--- config.mk ---
export PLATFORM = sky130hd
export DESIGN_NAME = led_scan_ctrl
export DESIGN_NICKNAME = d
export VERILOG_FILES = /design/src/rtl/led_scan_ctrl.sv
export SDC_FILE = /design/constraint.sdc
export NUM_CORES = 1
export LEC_CHECK = 0
export CAP_MARGIN = 10
export CORE_ASPECT_RATIO = 1.1
export CORE_MARGIN = 10
export CORE_UTILIZATION = 58
export DETAILED_ROUTE_END_ITERATION = 16
export PLACE_DENSITY = 0.82
export SYNTH_ARGS = -nofsm -noshare
export SYNTH_HDL_FRONTEND = slang
export SYNTH_SLANG_ARGS = --single-unit
--- constraint.sdc ---
create_clock -name clk -period 10.1 [get_ports clk]
set_clock_uncertainty 0.2 [all_clocks]
set_input_delay 2.02 -clock clk [delete_from_list [all_inputs] [get_ports clk]]
set_output_delay 2.02 -clock clk [all_outputs]
set_load 0.005 [all_outputs]
--- src/rtl/led_scan_ctrl.sv ---
// led_scan_ctrl: time-multiplexed LED/7-segment scan controller.
// One digit per slot, each slot opening with an anti-ghost blanking window.
// A valid/ready port fills a shadow buffer that is committed at frame wraps.
module led_scan_ctrl #(
  parameter int unsigned NUM_DIGITS     = 8,
  parameter int unsigned SLOT_CYCLES    = 100000,
  parameter int unsigned BLANK_CYCLES   = 1000,
  parameter bit          AN_ACTIVE_LOW  = 1'b1,
  parameter bit          SEG_ACTIVE_LOW = 1'b1
) (
  input  logic                    clk,
  input  logic                    rst,
  input  logic                    enable,
  input  logic                    wr_valid,
  output logic                    wr_ready,
  input  logic [4*NUM_DIGITS-1:0] wr_data,
  input  logic [NUM_DIGITS-1:0]   wr_dp,
  output logic [NUM_DIGITS-1:0]   an,
  output logic [6:0]              seg,
  output logic                    dp,
  output logic                    frame_done
);

  localparam int unsigned CNT_W = $clog2(SLOT_CYCLES);
  localparam int unsigned DIG_W = (NUM_DIGITS > 1) ? $clog2(NUM_DIGITS) : 1;
  localparam logic [CNT_W-1:0] SLOT_LAST  = CNT_W'(SLOT_CYCLES - 32'd1);
  localparam logic [CNT_W-1:0] BLANK_LAST =
    CNT_W'((BLANK_CYCLES == 0) ? 32'd0 : BLANK_CYCLES - 32'd1);
  localparam logic [DIG_W-1:0] DIG_LAST   = DIG_W'(NUM_DIGITS - 32'd1);

  typedef enum logic [1:0] {IDLE, BLANK, DRIVE} state_t;

  // A slot with no blanking window starts directly in DRIVE.
  localparam state_t SLOT_START = (BLANK_CYCLES == 0) ? DRIVE : BLANK;

  state_t                         state, state_nxt;
  logic [CNT_W-1:0]               slot_cnt, slot_nxt;
  logic [DIG_W-1:0]               digit, digit_nxt;
  logic                           wrap_c;
  logic [NUM_DIGITS-1:0][3:0]     act_nib, shd_nib;
  logic [NUM_DIGITS-1:0]          act_dp, shd_dp;
  logic                           pending;
  logic                           accept_c, commit_c, pending_nxt_c;
  logic [NUM_DIGITS-1:0]          an_c;
  logic [6:0]                     seg_c;
  logic                           dp_c;

  // Hex nibble to active-high {g,f,e,d,c,b,a}.
  function automatic logic [6:0] seg_decode(input logic [3:0] nib);
    case (nib)
      4'h0: seg_decode = 7'b0111111;
      4'h1: seg_decode = 7'b0000110;
      4'h2: seg_decode = 7'b1011011;
      4'h3: seg_decode = 7'b1001111;
      4'h4: seg_decode = 7'b1100110;
      4'h5: seg_decode = 7'b1101101;
      4'h6: seg_decode = 7'b1111101;
      4'h7: seg_decode = 7'b0000111;
      4'h8: seg_decode = 7'b1111111;
      4'h9: seg_decode = 7'b1101111;
      4'hA: seg_decode = 7'b1110111;
      4'hB: seg_decode = 7'b1111100;
      4'hC: seg_decode = 7'b0111001;
      4'hD: seg_decode = 7'b1011110;
      4'hE: seg_decode = 7'b1111001;
      default: seg_decode = 7'b1110001;
    endcase
  endfunction

  // Scan state, slot counter and digit index registers.
  always_ff @(posedge clk or posedge rst) begin
    if (rst) begin
      state    <= IDLE;
      slot_cnt <= '0;
      digit    <= '0;
    end else begin
      state    <= state_nxt;
      slot_cnt <= slot_nxt;
      digit    <= digit_nxt;
    end
  end

  // Next-state logic; disabling the scan overrides every state.
  always_comb begin
    state_nxt = state;
    slot_nxt  = slot_cnt;
    digit_nxt = digit;
    wrap_c    = 1'b0;
    if (!enable) begin
      state_nxt = IDLE;
      slot_nxt  = '0;
      digit_nxt = '0;
    end else begin
      case (state)
        IDLE: begin
          state_nxt = SLOT_START;
          slot_nxt  = '0;
          digit_nxt = '0;
        end
        BLANK: begin
          slot_nxt = slot_cnt + CNT_W'(1);
          if (slot_cnt == BLANK_LAST) state_nxt = DRIVE;
        end
        DRIVE: begin
          if (slot_cnt == SLOT_LAST) begin
            slot_nxt  = '0;
            state_nxt = SLOT_START;
            if (digit == DIG_LAST) begin
              digit_nxt = '0;
              wrap_c    = 1'b1;
            end else begin
              digit_nxt = digit + DIG_W'(1);
            end
          end else begin
            slot_nxt = slot_cnt + CNT_W'(1);
          end
        end
        default: begin
          state_nxt = IDLE;
          slot_nxt  = '0;
          digit_nxt = '0;
        end
      endcase
    end
  end

  // Display drive from the current state, before the output register.
  always_comb begin
    logic [NUM_DIGITS-1:0] onehot;
    logic [6:0]            pattern;
    logic                  dp_on;
    onehot  = '0;
    pattern = '0;
    dp_on   = 1'b0;
    if (state == DRIVE) begin
      for (int i = 0; i < NUM_DIGITS; i++) onehot[i] = (DIG_W'(i) == digit);
      pattern = seg_decode(act_nib[digit]);
      dp_on   = act_dp[digit];
    end
    an_c  = onehot ^ {NUM_DIGITS{AN_ACTIVE_LOW}};
    seg_c = pattern ^ {7{SEG_ACTIVE_LOW}};
    dp_c  = dp_on ^ SEG_ACTIVE_LOW;
  end

  // Handshake: accept only when no commit is outstanding; commit at a frame
  // wrap, or right away while idle.
  always_comb begin
    accept_c      = wr_valid & wr_ready;
    commit_c      = pending & ((state == IDLE) | wrap_c);
    pending_nxt_c = accept_c | (pending & ~commit_c);
  end

  // Shadow/active buffers, pending flag and ready.
  always_ff @(posedge clk or posedge rst) begin
    if (rst) begin
      shd_nib  <= '0;
      shd_dp   <= '0;
      act_nib  <= '0;
      act_dp   <= '0;
      pending  <= 1'b0;
      wr_ready <= 1'b0;
    end else begin
      if (accept_c) begin
        shd_nib <= wr_data;
        shd_dp  <= wr_dp;
      end
      if (commit_c) begin
        act_nib <= shd_nib;
        act_dp  <= shd_dp;
      end
      pending  <= pending_nxt_c;
      wr_ready <= ~pending_nxt_c;
    end
  end

  // Registered display outputs and frame pulse.
  always_ff @(posedge clk or posedge rst) begin
    if (rst) begin
      an         <= {NUM_DIGITS{AN_ACTIVE_LOW}};
      seg        <= {7{SEG_ACTIVE_LOW}};
      dp         <= SEG_ACTIVE_LOW;
      frame_done <= 1'b0;
    end else begin
      an         <= an_c;
      seg        <= seg_c;
      dp         <= dp_c;
      frame_done <= wrap_c;
    end
  end

endmodule

==> results.cfg, run 1 <==
[floorplan]
io_pins = 62
core_um2 = 8960
rows = 36
floorplan.die_area_um2 = 13600
die_w_um = 112
die_height_um = 121
start_util = 0.604

[clock_network]
cts_root_buf = clkbuf_8
cts_buffer_depth = 2
cts-hold-fix-buffers = 0
insertion_delay_ns = 0.53
numCtsBuffers = 17
post_cts_buffers = 0
htreeDepth = 4
cts.clk_slew.worst_paths_ns = 0.05
cts_resized = 0
cts_tree = yes
clock-sinks = 121

[setup_path]
critPathMaxFanout = 1
critical_path_arrival_ns = 1.53
rrSetupSlack_ns = 6.90
crit_family = flip-flops
crit_buf_inv = 1
cp-start-kind = flop
worst-r2r-cell-count = 8
r2r_end = seg[5]$_DFF_PP1_
crit_type = reg -> out
rr_startpoint = digit[1]$_DFFE_PP0P_
cp-end-kind = output pin
slowest_stage = dfstp_2
crit_chain = clkdlybuf4s50_1
crit_path_max_incr_delay_ns = 0.52
critPathRequiredTime_ns = 7.88

[cells_and_area]
area_growth_pct = 23.5
diodes = 0
drive_above_1_share = 0.299
layout_common_cells = dfrtp_1 (105), mux2_2 (81), clkdlybuf4s50_1 (61), nand2_1 (30), nor2_1 (28)
finalNonFillerCells = 596
nets = 531
nFillCells = 579
layout_commonest_cell = dfrtp_1

[synth]
syn_inst = 405
yosys_warnings = 0
seq_area_frac_synth = 0.563
synth_area_um2 = 5410
synthFlopType = dfrtp_1
synth_edf_count = 0
syn-num-nets = 466
avgSynthCellArea_um2 = 13.4
async_flop_share = 1.00
ys_types = 43
ys_ff_latch = 121

[min_path]
worst_hold_path.endpoint = slot_cnt[0]$_DFF_PP0_
whs_path_depth = 1
min_from = slot_cnt[0]$_DFF_PP0_
hold_class = reg -> reg

[timing]
rsz0062_at_grt = no
setup_viol = 0
timing_hold_violations_final = 0
layout_min_cycle_time_ns = 3.75
slew_viol_final = 0
timing.final.crit_share = 0.371
slew_headroom = 0.273
worstMarginPinSlew_ns = 1.09
tns_ns = 0
timing.fmax_mhz = 267

[grt]
overflow = 0
grt_pass1_vias = 3599
track_usage = 0.162
grt_max_degree = 91
antenna_found_initial = 0
grt_pass1_wl_um = 17800

[placement]
dp_hpwl_um = 7040
dp.cells = 564
gp_congestion = 0.831
io_buffers = 61

[power_and_ir_drop]
p_seq_frac = 0.406
swShare = 0.289
p_clk_frac = 0.300
p_leak_uw = 0.00280
p_int_uw = 1370
p_per_area_nw_per_um2 = 289
combPwrFrac = 0.294
p_switching_uw = 559
ir_worst_vdd_uv = 171

[routing]
ant_nets = 0
wl_per_cell_um = 18.0
num_vias = 3326
drc_errors = 0
vias_per_cell = 5.58
drt_first_pass_iters = 6
drt-total-wl_um = 10700
drt-initial-drc-count = 170

[outcome]
status = finished, final reports clean

[run]
drv_cap = 0
state kept, by name, summed over array words and instances (netlist names):
register,flops
slot_cnt,17
act_nib,32
dp,1
pending,1
seg,7
shd_nib,32
digit,3
wr_ready,1
an,8
act_dp,8
state,2
frame_done,1
shd_dp,8
kinds of logic after synthesis:
family	Yosys count	share of synthesized area
compound gates	21	0.0296
xor+xnor	15	0.0243
fa+ha+maj	17	0.0393
buf+inv	32	0.0282
flops	121	0.563
mux	103	0.228
simple gates	96	0.0874
synth_stat cells, types with 2 or more instances:
master	n	area [µm²]
nor2b_1	3	18.8
inv_1	14	52.6
mux4_2	8	180
nor4_1	4	25.0
a21boi_0	2	15.0
nand2_1	30	113
buf_1	5	18.8
a2bb2oi_1	2	17.5
xor2_1	5	43.8
clkbuf_1	7	26.3
ha_1	17	213
o221ai_1	2	17.5
nand4_1	5	31.3
nand3_1	8	40.0
mux2_2	81	912
and4_1	2	17.5
nor3_1	5	25.0
xnor2_1	10	87.6
mux2i_1	14	140
a31oi_1	3	18.8
a21oi_1	2	10.0
dfrtp_1	105	2630
buf_2	2	10.0
or4_1	2	15.0
nor2_1	28	105
o21ai_0	3	15.0
dfstp_2	16	420
buf_6	4	45.0
and3_1	2	12.5
worst reg2reg max path, stage by stage (launching register included):
cell	delay [ns]
dfrtp_1	0.74
mux4_2	0.62
mux2i_1	0.54
inv_1	0.18
ha_1	0.33
inv_1	0.10
nor2_1	0.05
a21oi_1	0.17
o221ai_1	0.16
how the worst max path moves through the flow:
stage,from,end,slack [ns],cells after the start
5_1_grt,enable,act_nib[13]$_DFFE_PP0P_,6.29,6
2_1_floorplan,rst,act_dp[0]$_DFFE_PP0P_,4.69,1
3_3_place_gp,enable,act_nib[23]$_DFFE_PP0P_,5.62,5
6_report,an[1]$_DFF_PP1_,an[1],6.35,1
3_5_place_dp,enable,act_nib[25]$_DFFE_PP0P_,5.60,5
4_1_cts,enable,act_nib[13]$_DFFE_PP0P_,6.13,5
per-layer routing:
metal | up-vias | wire (µm) | global-route usage
met5 | - | 0 | 0
met4 | 0 | 164 | 0.0675
met3 | 22 | 570 | 0.0574
met2 | 83 | 5520 | 0.274
met1 | 1658 | 4470 | 0.182
li1 | 1563 | - | -
metrics by stage:
stage / utilization / setup slack, ns / cell area [µm²] / hold slack (ns) / total power (µW)
after global routing: 0.745 / 6.29 / 6680 / 0.297 / 2040
after floorplan: - / 4.69 / 5410 / 0.233 / 1200
final: 0.745 / 6.35 / 6680 / 0.270 / 1930
after CTS: 0.743 / 6.13 / 6660 / 0.274 / 1930
after detailed placement: 0.678 / 5.60 / 6080 / 0.267 / 1340
after global placement: 0.678 / 5.62 / 6080 / 0.245 / 1300
area by class of cell:
type                            instances  area, µm²  area share
Multi-Input combinational cell        252       2210       0.331
Clock inverter                         10        120      0.0180
Inverter                               14       55.1     0.00824
Tap cell                              114        143      0.0214
Clock buffer                           21        459      0.0687
Timing Repair Buffer                   64        646      0.0966
Sequential cell                       121       3050       0.456
power groups by stage:
stage               clock, µW  combinational (µW)  sequential, µW
global placement            0                 524             778
floorplan                   0                 456             745
CTS                       588                 563             784
detailed placement          0                 551             788
finish                    580                 567             784
global route              610                 622             805
(Power assumes the default switching activity.)
==> run 2, diff against run 1 <==
--- a/config.mk
+++ b/config.mk
@@ -8,9 +8,9 @@
 export CAP_MARGIN = 10
 export CORE_ASPECT_RATIO = 1.1
 export CORE_MARGIN = 10
-export CORE_UTILIZATION = 58
+export CORE_UTILIZATION = 51
 export DETAILED_ROUTE_END_ITERATION = 16
-export PLACE_DENSITY = 0.82
+export PLACE_DENSITY = 0.76
 export SYNTH_ARGS = -nofsm -noshare
 export SYNTH_HDL_FRONTEND = slang
 export SYNTH_SLANG_ARGS = --single-unit
==> constraint.sdc (replaced) <==
create_clock -name clk -period 3.4 [get_ports clk]
set_clock_uncertainty 0.2 [all_clocks]
set_input_delay 0.68 -clock clk [delete_from_list [all_inputs] [get_ports clk]]
set_output_delay 0.68 -clock clk [all_outputs]
set_load 0.005 [all_outputs]
==> results.cfg, run 2 (synthesis gave the netlist of run 1 again) <==
[clock_network]
insertion_delay_ns = 0.41
cts_tree = yes
cts-hold-fix-buffers = 0
cts_root_buf = clkbuf_16
cts.clk_slew.worst_paths_ns = 0.05
numCtsBuffers = 17
htreeDepth = 4
clock-sinks = 121
post_cts_buffers = 0
cts_buffer_depth = 2
cts_resized = 0

[routing]
drt-total-wl_um = 10300
wl_per_cell_um = 16.2
drc_errors = 0
num_vias = 3340
ant_nets = 0
vias_per_cell = 5.27
drt_first_pass_iters = 4
drt-initial-drc-count = 154

[cells_and_area]
layout_commonest_cell = dfrtp_1
finalNonFillerCells = 634
final_core_util = 0.656
reg_top3 = act_nib (32), shd_nib (32), slot_cnt (17)
area_growth_pct = 26.0
finalInstanceArea_um2 = 6820
layout_common_cells = dfrtp_1 (105), mux2_2 (81), clkdlybuf4s50_1 (61), nand2_1 (30), nor2_1 (28)
drive_above_1_share = 0.310
diodes = 0
nets = 539

[floorplan]
die_height_um = 128
floorplan.die_area_um2 = 15100
io_pins = 62
start_util = 0.521
die_w_um = 118
rows = 39
core_um2 = 10400

[placement]
io_buffers = 61
gp_congestion = 0.828
dp_hpwl_um = 7230
dp.cells = 601
placed_area_um2 = 6190

[grt]
track_usage = 0.144
antenna_found_initial = 0
grt_pass1_vias = 3625
grt_max_degree = 49
grt_pass1_wl_um = 17600
overflow = 0

[setup_path]
crit_chain = or4_1 -> or4_4 -> nor4_4 -> o21ai_4 -> buf_12 -> mux2_2
crit_family = simple AND/OR/NAND/NOR gates
cp.depth = 6
crit_type = reg -> reg
cp-end-kind = flop
crit_path_max_incr_delay_ns = 0.59
crit_buf_inv = 1
rrSetupSlack_ns = 0.55
worst-r2r-cell-count = 6
critPathRequiredTime_ns = 3.49
slowest_stage = or4_1
cp-start-kind = flop
critPathMaxFanout = 29
critical_path_arrival_ns = 2.93

[timing]
slew_headroom = 0.520
tns_ns = 0
timing.fmax_mhz = 351
hold_slack_ns = 0.280
setup_viol = 0
timing.final.crit_share = 0.837
rsz0062_at_grt = no
worstMarginPinSlew_ns = 0.719
layout_min_cycle_time_ns = 2.85
timing_hold_violations_final = 0
slew_viol_final = 0

[run]
drv_cap = 0

[outcome]
status = finished, final reports clean

[power_and_ir_drop]
p_per_area_nw_per_um2 = 852
p_leak_uw = 0.00285
ir_worst_vdd_uv = 403

[min_path]
hold_class = reg -> reg
whs_path_depth = 1
-- run 2: changes by cell type in the layout (fill, tap and decap cells not counted), sizes merged --
cell,before,now
inv,14,13
clkinvlp,2,3
buf,3,11
bufinv,2,3
-- run 2: worst reg2reg max path: cells and delay by family (launching register included) --
kind	cells	cell delay, ns
buffers and inverters	1	0.22
AND/OR/NAND/NOR	3	1.39
AO/OA/AOI/OAI	1	0.19
multiplexers	1	0.30
flip-flops	1	0.43
-- run 2: where the power goes --
part / internal [µW] / switching, µW
sequential: 2020 / 294
clock: 1190 / 620
combinational: 986 / 705
total: 4190 / 1620
-- run 2: final timing paths --
check                                  startpoint                      to
max                        slot_cnt[13]$_DFF_PP0_  act_nib[4]$_DFFE_PP0P_
min                         slot_cnt[0]$_DFF_PP0_   slot_cnt[0]$_DFF_PP0_
max reg2reg                slot_cnt[13]$_DFF_PP0_  act_nib[4]$_DFFE_PP0P_
min reg2reg                 slot_cnt[0]$_DFF_PP0_   slot_cnt[0]$_DFF_PP0_
max in group asynchronous                     rst   act_dp[5]$_DFFE_PP0P_
min in group asynchronous                     rst      wr_ready$_DFF_PP0_
-- run 2: routing by layer --
metal,global-route usage,vias to the layer above,part of all wire
met5,0,-,0
li1,-,1575,-
met1,0.163,1685,0.43
met3,0.0458,12,0.050
met4,0.0655,0,0.012
met2,0.245,68,0.51
-- run 2: area by class of cell --
cell class              count  area (µm²)
clock buffers              21         460
clock inverters            11         146
fillers                   765        3580
inverters                  14        56.3
multi-input cells         252        2210
flip-flops and latches    121        3050
well taps                 143         179
repair buffers             72         718
-- run 2: per-stage QoR --
stage               power, µW  setup WS, ns
floorplan                3570         0.703
global placement         3900         0.278
CTS                      5840         0.426
detailed placement       4000         0.208
finish                   5810         0.553
global route             6140         0.297
